==> config.mk <==
export PLATFORM = sky130hd
export DESIGN_NAME = mux4_rr_arbiter_flat
export DESIGN_NICKNAME = d
export VERILOG_FILES = /design/src/rtl/mux4_rr_arbiter_if.sv /design/src/rtl/mux4_rr_arbiter.sv /design/src/flat_wrapper.sv
export SDC_FILE = /design/constraint.sdc
export NUM_CORES = 1
export LEC_CHECK = 0
export BUFFER_PORTS_ARGS = -buffer_cell sky130_fd_sc_hd__buf_2
export CAP_MARGIN = 0
export CORE_MARGIN = 1.5
export CORE_UTILIZATION = 44
export DETAILED_ROUTE_END_ITERATION = 8
export GPL_ROUTABILITY_DRIVEN = 0
export PLACE_DENSITY_LB_ADDON = 0.3
export SYNTH_ARGS = -nofsm -noshare
export SYNTH_HDL_FRONTEND = slang
export SYNTH_SLANG_ARGS = --single-unit
==> constraint.sdc <==
create_clock -name clk -period 3.6 [get_ports clk]
set_clock_uncertainty 0.05 [all_clocks]
set_input_delay 0.36 -clock clk [delete_from_list [all_inputs] [get_ports clk]]
set_output_delay 0.36 -clock clk [all_outputs]
set_load 0.02 [all_outputs]
==> src/rtl/mux4_rr_arbiter_if.sv <==
// ============================================================================
// Module  : mux4_rr_arbiter_if
// Brief   : Requester/consumer bundle for the four-way round-robin mux arbiter.
// Revision: 1.0 - initial release
// ============================================================================
`default_nettype none

interface mux4_rr_arbiter_if #(
    parameter int DW = 8
);
    logic [3:0]    req;
    logic [DW-1:0] data_a;
    logic [DW-1:0] data_b;
    logic [DW-1:0] data_c;
    logic [DW-1:0] data_d;
    logic          out_ready;
    logic [3:0]    gnt;
    logic [3:0]    ack;
    logic [1:0]    sel;
    logic [DW-1:0] out_data;
    logic          out_valid;
    logic [3:0]    beat_cnt;

    modport master (
        output req, data_a, data_b, data_c, data_d, out_ready,
        input  gnt, ack, sel, out_data, out_valid, beat_cnt
    );

    modport slave (
        input  req, data_a, data_b, data_c, data_d, out_ready,
        output gnt, ack, sel, out_data, out_valid, beat_cnt
    );
endinterface

`default_nettype wire

==> src/rtl/mux4_rr_arbiter.sv <==
// ============================================================================
// Module  : mux4_rr_arbiter
// Brief   : Round-robin arbiter driving a shared 4:1 data mux with burst capping.
// Revision: 1.0 - initial release
// ============================================================================
`default_nettype none

module mux4_rr_arbiter #(
    parameter int DW        = 8,
    parameter int MAX_BURST = 10
) (
    input  logic               clk,
    input  logic               rst_n,
    mux4_rr_arbiter_if.slave   bus
);

    localparam logic [0:0] ST_IDLE   = 1'b0;
    localparam logic [0:0] ST_GRANT  = 1'b1;
    localparam logic [3:0] LAST_BEAT = 4'(MAX_BURST - 1);

    logic [0:0]    state;
    logic [0:0]    state_nxt;
    logic [1:0]    sel;
    logic [1:0]    sel_nxt;
    logic [3:0]    gnt;
    logic [3:0]    gnt_nxt;
    logic [3:0]    beat_cnt;
    logic [3:0]    beat_cnt_nxt;
    logic [1:0]    last;
    logic [1:0]    last_nxt;

    logic [1:0]    winner;
    logic [1:0]    cand;
    logic          found;
    logic          out_valid;
    logic          accept;
    logic [DW-1:0] data_mux;

    // State register: reset leaves last=3 so requester 0 is searched first
    always_ff @(posedge clk or negedge rst_n) begin
        if (!rst_n) begin
            state    <= ST_IDLE;
            sel      <= 2'd0;
            gnt      <= 4'b0000;
            beat_cnt <= 4'd0;
            last     <= 2'd3;
        end else begin
            state    <= state_nxt;
            sel      <= sel_nxt;
            gnt      <= gnt_nxt;
            beat_cnt <= beat_cnt_nxt;
            last     <= last_nxt;
        end
    end

    // Rotating priority search starting just after the previous owner
    always_comb begin
        winner = 2'd0;
        found  = 1'b0;
        cand   = 2'd0;
        for (int k = 1; k <= 4; k++) begin
            cand = last + 2'(k);
            if (!found && bus.req[cand]) begin
                winner = cand;
                found  = 1'b1;
            end
        end
    end

    // Next-state logic
    always_comb begin
        state_nxt    = state;
        sel_nxt      = sel;
        gnt_nxt      = gnt;
        beat_cnt_nxt = beat_cnt;
        last_nxt     = last;
        case (state)
            ST_IDLE: begin
                if (found) begin
                    state_nxt    = ST_GRANT;
                    sel_nxt      = winner;
                    gnt_nxt      = 4'b0001 << winner;
                    beat_cnt_nxt = 4'd0;
                end
            end
            ST_GRANT: begin
                // sel is deliberately kept so the mux keeps pointing at the last owner
                if (!bus.req[sel] || (accept && (beat_cnt == LAST_BEAT))) begin
                    state_nxt    = ST_IDLE;
                    gnt_nxt      = 4'b0000;
                    beat_cnt_nxt = 4'd0;
                    last_nxt     = sel;
                end else if (accept) begin
                    beat_cnt_nxt = beat_cnt + 4'd1;
                end
            end
            default: begin
                state_nxt = ST_IDLE;
                gnt_nxt   = 4'b0000;
            end
        endcase
    end

    // Output logic
    always_comb begin
        out_valid = (state == ST_GRANT) && bus.req[sel];
        accept    = out_valid && bus.out_ready;
        case (sel)
            2'd0:    data_mux = bus.data_a;
            2'd1:    data_mux = bus.data_b;
            2'd2:    data_mux = bus.data_c;
            default: data_mux = bus.data_d;
        endcase
    end

    for (genvar i = 0; i < 4; i++) begin : g_ack
        assign bus.ack[i] = accept && (sel == 2'(i));
    end

    assign bus.gnt       = gnt;
    assign bus.sel       = sel;
    assign bus.beat_cnt  = beat_cnt;
    assign bus.out_valid = out_valid;
    assign bus.out_data  = data_mux;

endmodule

`default_nettype wire
==> src/flat_wrapper.sv <==
// flat-port wrapper written by rule: the top's interface ports become plain ports
module mux4_rr_arbiter_flat 
#(
    parameter int DW        = 8,
    parameter int MAX_BURST = 10
)
  (clk, rst_n, bus_req, bus_data_a, bus_data_b, bus_data_c, bus_data_d, bus_out_ready, bus_gnt, bus_ack, bus_sel, bus_out_data, bus_out_valid, bus_beat_cnt);
  mux4_rr_arbiter_if #(.DW(DW)) bus_i ();
  input  logic clk;
  input  logic rst_n;
  input wire logic [$bits(bus_i.req)-1:0] bus_req;
  input wire logic [$bits(bus_i.data_a)-1:0] bus_data_a;
  input wire logic [$bits(bus_i.data_b)-1:0] bus_data_b;
  input wire logic [$bits(bus_i.data_c)-1:0] bus_data_c;
  input wire logic [$bits(bus_i.data_d)-1:0] bus_data_d;
  input wire logic [$bits(bus_i.out_ready)-1:0] bus_out_ready;
  output wire logic [$bits(bus_i.gnt)-1:0] bus_gnt;
  output wire logic [$bits(bus_i.ack)-1:0] bus_ack;
  output wire logic [$bits(bus_i.sel)-1:0] bus_sel;
  output wire logic [$bits(bus_i.out_data)-1:0] bus_out_data;
  output wire logic [$bits(bus_i.out_valid)-1:0] bus_out_valid;
  output wire logic [$bits(bus_i.beat_cnt)-1:0] bus_beat_cnt;
  assign bus_i.req = bus_req;
  assign bus_i.data_a = bus_data_a;
  assign bus_i.data_b = bus_data_b;
  assign bus_i.data_c = bus_data_c;
  assign bus_i.data_d = bus_data_d;
  assign bus_i.out_ready = bus_out_ready;
  assign bus_gnt = bus_i.gnt;
  assign bus_ack = bus_i.ack;
  assign bus_sel = bus_i.sel;
  assign bus_out_data = bus_i.out_data;
  assign bus_out_valid = bus_i.out_valid;
  assign bus_beat_cnt = bus_i.beat_cnt;
  mux4_rr_arbiter #(.DW(DW), .MAX_BURST(MAX_BURST)) u_core (.clk(clk), .rst_n(rst_n), .bus(bus_i));
endmodule
-- Word-level counts from Yosys, hierarchy flattened
Index checks and enable logic that the tools add are counted.
- add/sub/neg operators: 4
- magnitude comparators: 5
- equal/unequal tests: 7
- shift-type cells: 1
- multiplexer cells: 29
- bitwise logic cells: 1
- reduce and logical (&&, ||, !) cells: 20
- operators by type and width (operator ; number):
    $pmux 8 s3 ; 1
    $mux 4 ; 5
    $pmux 4 s2 ; 2
    $lt 2x3->1 const B ; 5
    $mux 1 ; 11
    $bmux 1 s2 ; 5
    $logic_and 1x1->1 ; 10
    $mux 2 ; 4
    $reduce_and 2->1 ; 4
    $add 2x2->2 const B ; 2
    $add 4x1->4 const B ; 1
    $eq 2x2->1 const B ; 2
    $eq 4x4->1 const B ; 1
    $logic_not 1->1 ; 4
    $shl 1x2->4 const A ; 1
    $ne 3x3->1 const B ; 1
    $add 2x1->2 const B ; 1
    $eq 2x1->1 const B ; 1
    $logic_not 2->1 ; 1
    $ne 2x1->1 const B ; 1
    $ne 2x2->1 const B ; 1
    $pmux 1 s2 ; 1
    $logic_or 1x1->1 ; 1
    $not 1->1 ; 1
- flip-flop bits (word level): 13
- input port bits: 39
- output and inout port bits: 23
- word-level logic and storage cells: 72

-- Logic depth before layout (Yosys ltp)
Gate-level depths: netlist (run 1).
- depth after elaboration: 16
- mapped depth: 6
- gate-level depth less buffers: 6

-- Worst setup path before layout (run 1)
Ideal clock, no wire load.
- kind: register to output
- from: register u_core.sel[0], in the netlist u_core.bus.sel[0]
- to: output port bus_ack[0]
- data arrival time: 1800 ps
- required time: 3190 ps
- setup slack: 1390 ps
- cell stages (with the launch flop): 5
- path buffers: 1
- cell sequence: dfrtp_1 -> clkbuf_1 -> mux4_2 -> and3_1 -> nor3b_1
- word-level cells in the longest chain between the ends: 5
- elaborated cells on any way between the ends: 6
- classes of those cells: 2 x mux; 4 x reduce/logical
- ends and longest elaborated chain (element ; line ; RTL):
    start, declared ; mux4_rr_arbiter.sv:23 ; logic [1:0] sel;
    start signal, assigned ; mux4_rr_arbiter.sv:49 ; sel <= sel_nxt;
    $bmux 1 s2 ; mux4_rr_arbiter.sv:106 ; out_valid = (state == ST_GRANT) && bus.req[sel];
    $mux 1 (not written as such) ; mux4_rr_arbiter.sv:106 ;
    $logic_and 1x1->1 ; mux4_rr_arbiter.sv:106 ;
    $logic_and 1x1->1 ; mux4_rr_arbiter.sv:107 ; accept = out_valid && bus.out_ready;
    $logic_and 1x1->1 * ; mux4_rr_arbiter.sv:117 ; assign bus.ack[i] = accept && (sel == 2'(i));
    end, declared ; flat_wrapper.sv:18 ; output wire logic [$bits(bus_i.ack)-1:0] bus_ack;
Every way passes the cells marked *; elsewhere a longest branch is shown, timed or not. The select of a mux whose other input is x is not followed.

-- Worst setup path after layout (run 1)
- from: register u_core.sel[1], in the netlist u_core.bus.sel[1]
- to: output port bus_ack[3]
Same word-level chain as after synthesis.

==> run metrics, run 1 <==
worst r2r src u_core.bus.sel[1]; Max FO, Critical Path 16; largest net degree at the start of global routing 17; vias in the first global route 929; final net count 191; Max-Cap Viols 0; Worst-Margin Slew 845 ps; Multi-input gate area 544 um^2; Fmax achieved 388 MHz; Fillers 169; port bufs 61; DRC viols 0; post-synth top area share 29.8%; internal power 525 uW; FF-to-FF path depth 4; fin util 65.1%; Antenna Nets Post-Route 0; Die Wd 48.8 um; Synth top cells by count dfrtp_1, mux4_2, inv_1; row count 16; Clock power frac 9.2%; FF+latch area 328 um^2; fin cells 176; layout cells sized above 1 52.3%; global route overflow 0; met3 routed WL 187 um; largest family of logic cells by synthesized area multiplexers; root buffer cell clkbuf_4; later-pin clock latency in the skew report 280 ps; Logic pwr share 58.6%; RSZ-0062 raised after global routing no; DR iter-0 viols 25; Max Slew Vio Count 0; core footprint 1960 um^2; Post-Synth XOR/XNOR Area 0%; CP required 3190 ps; Syn Inst Count 87; initial antenna violation count 0; Area growth syn-to-layout 38.2%; EDFF count, synth 0; H-tree Lvls 1; ys async rst share 100%; status complete, no violations; clk slew on worst S/H paths 80 ps; Sw Ratio 47.3%; Post-Route M1 WL 965 um; CTS max path bufs 2; pwr/cell area 781 nW/um^2; DP HPWL 2070 um; worst path arrival time 2170 ps; CTS resizes 0; Yosys top cell by area dfrtp_1; first-pass GRT wire length 4130 um; Final min period 2580 ps; Placed Area 1240 um^2; WL per Instance 14.7 um; Placed Cells 171; Crit Path Class register to output pin; Critical Path Source Type register; Die Y 48.8 um; synthesized cell area 925 um^2; Psw 472 uW; R2R Path End u_core.bus.gnt[2]; Leak 0.644 nW; Pre-Repair DR Iteration Count 4; top post-synthesis cells by area dfrtp_1, mux4_2, dfstp_2, inv_1, a21oi_1; final WL 2590 um; Final setup viols 0; post-route cell area 1280 um^2; I/O pin cnt 62; Worst Hold Class primary input to asynchronous set/reset pin; die footprint 2390 um^2; Synth Area in Adders 2.71%; Compound-Gate Fraction of Synth Area 16.9%; Via-to-Cell Ratio 5.47; sequential share of power 32.2%; Most used DFF post-synth dfrtp_1; Distinct cells, synth 31; Post-Synth Simple-Gate Area 14.9%; n_diodes 0; Max-slew headroom 43.1%; DR vias 963; yosys warns 0; CTS buffer count 3; clock sink count 13; Post-Syn Nets 128; Sum Neg Setup Slack 0 ps; Worst VDD drop 0.000462 V; sequential area share after synthesis 35.5%; Synth Register Bits 13; crit end category output pin; Hold Vio Cnt, Final 0; most instantiated library cell after synthesis dfrtp_1; fin crit share 71.6%; met2 wire len 1400 um; CTS tree done; GRT Total Usage 22.2%; post-synthesis mux area share 24.4%; uppermost layer routed met4; syn avg cell area 10.6 um^2; Worst R2R Setup Slack 1330 ps; Initial Util 47.1%
[worst max path at each step]
stage / start / cells past startpoint / slack, ps / end
3_5_place_dp: u_core.bus.sel[1] / 4 / 1330 / bus_ack[0]
6_report: u_core.bus.sel[1] / 4 / 1020 / bus_ack[3]
3_3_place_gp: u_core.bus.sel[1] / 4 / 1360 / bus_ack[3]
4_1_cts: u_core.bus.sel[1] / 4 / 1020 / bus_ack[0]
2_1_floorplan: u_core.bus.sel[0] / 4 / 1390 / bus_ack[0]
5_1_grt: u_core.bus.sel[1] / 4 / 890 / bus_ack[0]
[sequential cells by signal, summed over array words and instances (netlist names)]
| name | flops |
|---|---|
| u_core.bus.beat_cnt | 4 |
| u_core.bus.gnt | 4 |
| u_core.bus.sel | 2 |
| u_core.last | 2 |
| u_core.state | 1 |
[worst max-delay path, stage by stage (launching register included)]
cell,delay (ps)
dfrtp_1,680
mux4_2,640
and3_1,240
and3_1,180
buf_2,150
[final cells by class]
type	count	area share, %
inverter	8	2.35
tap	27	2.64
multi-input combinational	62	42.6
timing repair buffer	62	24.7
sequential	13	25.7
clock buffer	4	2.06
[routing by layer]
| metal | global-route usage, % | vias to the layer above |
|---|---|---|
| li1 | - | 455 |
| met3 | 3.37 | 5 |
| met5 | 0 | - |
| met1 | 23.8 | 460 |
| met2 | 43.8 | 43 |
| met4 | 7.14 | 0 |
[cell usage in the layout (no fill, tap or decap), drive strengths merged, types with 3 or more instances in the layout]
| master | n |
|---|---|
| nand2 | 4 |
| inv | 8 |
| o22ai | 4 |
| a21oi | 5 |
| mux4 | 9 |
| buf | 61 |
| nand3 | 3 |
| dfrtp | 11 |
| nor2 | 5 |
| nand2b | 3 |
| o21ai | 5 |
| clkbuf | 4 |
[power by group through the flow]
stage                     Combinational (mW)  Clock [mW]  Sequential, mW
after global placement                 0.564           0           0.316
after floorplan                        0.426           0           0.313
after global routing                   0.626      0.0948           0.343
after detailed placement               0.581           0           0.324
final                                  0.585      0.0913           0.321
after CTS                              0.586      0.0922           0.323
[kinds of logic (layout without fill, tap and decap cells)]
kind of cell             Yosys count  after routing
adder cells (fa/ha/maj)            2              2
buffers and inverters             12             74
flip-flops                        13             13
multiplexers                      11             11
AND/OR/NAND/NOR                   26             26
AO/OA/AOI/OAI                     23             23
[what timing repair did]
item                      CTS  global route
hold endpoints to repair   11             0
hold buffers                1             0
buffers inserted            0             0
[metrics by stage]
step	total power, mW	worst slack (ps)	hold WS [ps]
floorplan	0.739	1390	14.4
global placement	0.880	1360	203
detailed placement	0.905	1330	210
CTS	1.00	1020	449
global route	1.06	886	485
finish	0.997	1020	440
Power figures use the tool's default switching activity.
==> inputs of run 2 (changes only) <==
Settings changed: CORE_UTILIZATION 44 to 37.
Clock period 3.6 ns to 2.1 ns, I/O delays scaled along.
==> run 2 against run 1 <==
- worst hold slack lost 160 ps
- critical path depth is the same
- largest power group unchanged
- first-iteration DRC count down 52%
==> run metrics, run 2 (synthesized netlist as in run 1, its figures left out) <==
later-pin clock latency in the skew report 280 ps (about the same); DR vias 958 (-0.52%); Sum Neg Setup Slack 0 ps (unchanged); Crit Path Class register to output pin; Pre-Repair DR Iteration Count 4 (unchanged); Placed Area 1260 um^2 (+1.9%); Worst Hold Class primary input to asynchronous set/reset pin; post-route cell area 1320 um^2 (+2.9%); layout cells sized above 1 54.9% (+2.6 points); status complete, no violations; initial antenna violation count 0 (unchanged); Final setup viols 0 (unchanged); I/O pin cnt 62 (unchanged); worst path arrival time 1760 ps (-410 ps); slowest cell delay on critical path 570 ps (-110 ps); final WL 2480 um (-4.2%); DP HPWL 2090 um (+1.2%); GRT Total Usage 17.3% (-5.0 points); Max FO, Critical Path 5 (-11); Hold Vio Cnt, Final 0 (unchanged); final worst slack 82.6 ps (-941 ps); Max-Cap Viols 0 (unchanged); biggest regs u_core.bus.beat_cnt: 4 flops, u_core.bus.gnt: 4 flops; CTS max path bufs 2 (unchanged); CTS buffer count 3 (unchanged); core footprint 2280 um^2 (+16%); global route overflow 0 (unchanged); Antenna Nets Post-Route 0 (unchanged); root buffer cell clkbuf_4; WL per Instance 13.7 um (-6.8%); DR iter-0 viols 12 (-52%); most frequent cells in the layout buf_2, dfrtp_1, mux4_2; DRC viols 0 (unchanged); H-tree Lvls 1 (unchanged); RSZ-0062 raised after global routing no; Via-to-Cell Ratio 5.29 (-3.3%); n_diodes 0 (unchanged); worst-path cell chain mux4_2 > and3_4 > and3_1 > buf_2; pwr/cell area 1330 nW/um^2 (+70%); Final min period 2020 ps; die footprint 2810 um^2 (+18%); final net count 195 (+2.1%); Die Y 53.0 um (+8.5%); crit end category output pin; CP required 1840 ps (-1350 ps); slowest library cell on the worst path mux4_2; first-pass GRT wire length 3510 um (-15%); Critical Path Source Type register; Die Wd 53.0 um (+8.5%); clock sink count 13 (unchanged); largest net degree at the start of global routing 16 (-1); Fmax achieved 496 MHz; Max Slew Vio Count 0 (unchanged); CTS tree done; Worst VDD drop 0.000652 V (+41%); commonest non-fill, non-tap cell in the layout buf_2; vias in the first global route 864 (-7.0%); row count 17 (+1); Worst-Margin Slew 476 ps (-369 ps); Area growth syn-to-layout 42.2%; pre-CTS setup slack 168 ps (-1170 ps); port bufs 61 (unchanged); clk slew on worst S/H paths 80 ps (about the same); fin crit share 96.1%; overall power 1.75 mW (+75%); Initial Util 40.6% (-6.5 points); Leak 0.666 nW (+3.3%); Max-slew headroom 68.2% (+25 points)
run 2: area by class of cell:
| class | count | area, um^2 |
|---|---|---|
| Clock buffer | 3 | 22.5 |
| Clock inverter | 1 | 5.00 |
| Fill cell | 189 | 961 |
| Inverter | 8 | 30.0 |
| Multi-Input combinational cell | 62 | 549 |
| Sequential cell | 13 | 328 |
| Tap cell | 28 | 35.0 |
| Timing Repair Buffer | 66 | 345 |
run 2: worst paths after layout:
check	start	endpoint	slack, ps	depth (start not counted)
min in group clk	bus_req[2]	u_core.state	370	4
min reg2reg	u_core.bus.gnt[2]	u_core.bus.gnt[2]	470	2
max in group asynchronous	rst_n	u_core.last[1]	1430	2
min	rst_n	u_core.bus.beat_cnt[0]	280	2
max	u_core.bus.sel[1]	bus_ack[3]	80	4
max reg2reg	u_core.bus.sel[1]	u_core.bus.gnt[3]	160	4
run 2: layer usage:
metal  track usage, %  share of wire (%)  vias to the layer above
met5                0                  0                        -
met2             33.5                 48                       52
met3             3.11                 11                        5
met1             17.6                 39                      439
li1                 -                  -                      462
met4             7.69                1.7                        0
run 2: what timing repair did:
item / CTS / global route
endpoints found under the hold margin: 11 / 0
setup endpoints to repair: 0 / 4
setup buffers: 0 / 1
gates resized for setup: 0 / 1
hold buffers: 1 / 0
run 2: worst max-delay path, delay by kind of cell (launching register included):
family | cells | cell delay, ps
multiplexers | 1 | 570
flip-flops | 1 | 380
AND/OR/NAND/NOR | 2 | 380
buffers and inverters | 1 | 150
run 2: per-stage QoR:
stage	util, %	hold WS, ps	std cells
2_1_floorplan	-	-136	87
3_3_place_gp	55.6	59.3	175
3_5_place_dp	55.6	58.6	175
4_1_cts	57.2	282	180
5_1_grt	57.8	316	181
6_report	57.8	279	181
run 2: where the power goes:
group	leakage, nW	switching (mW)	internal (mW)
logic	0.484	0.633	0.501
clock network	0.0177	0.0820	0.0708
registers	0.164	0.0943	0.367
total	0.666	0.809	0.939
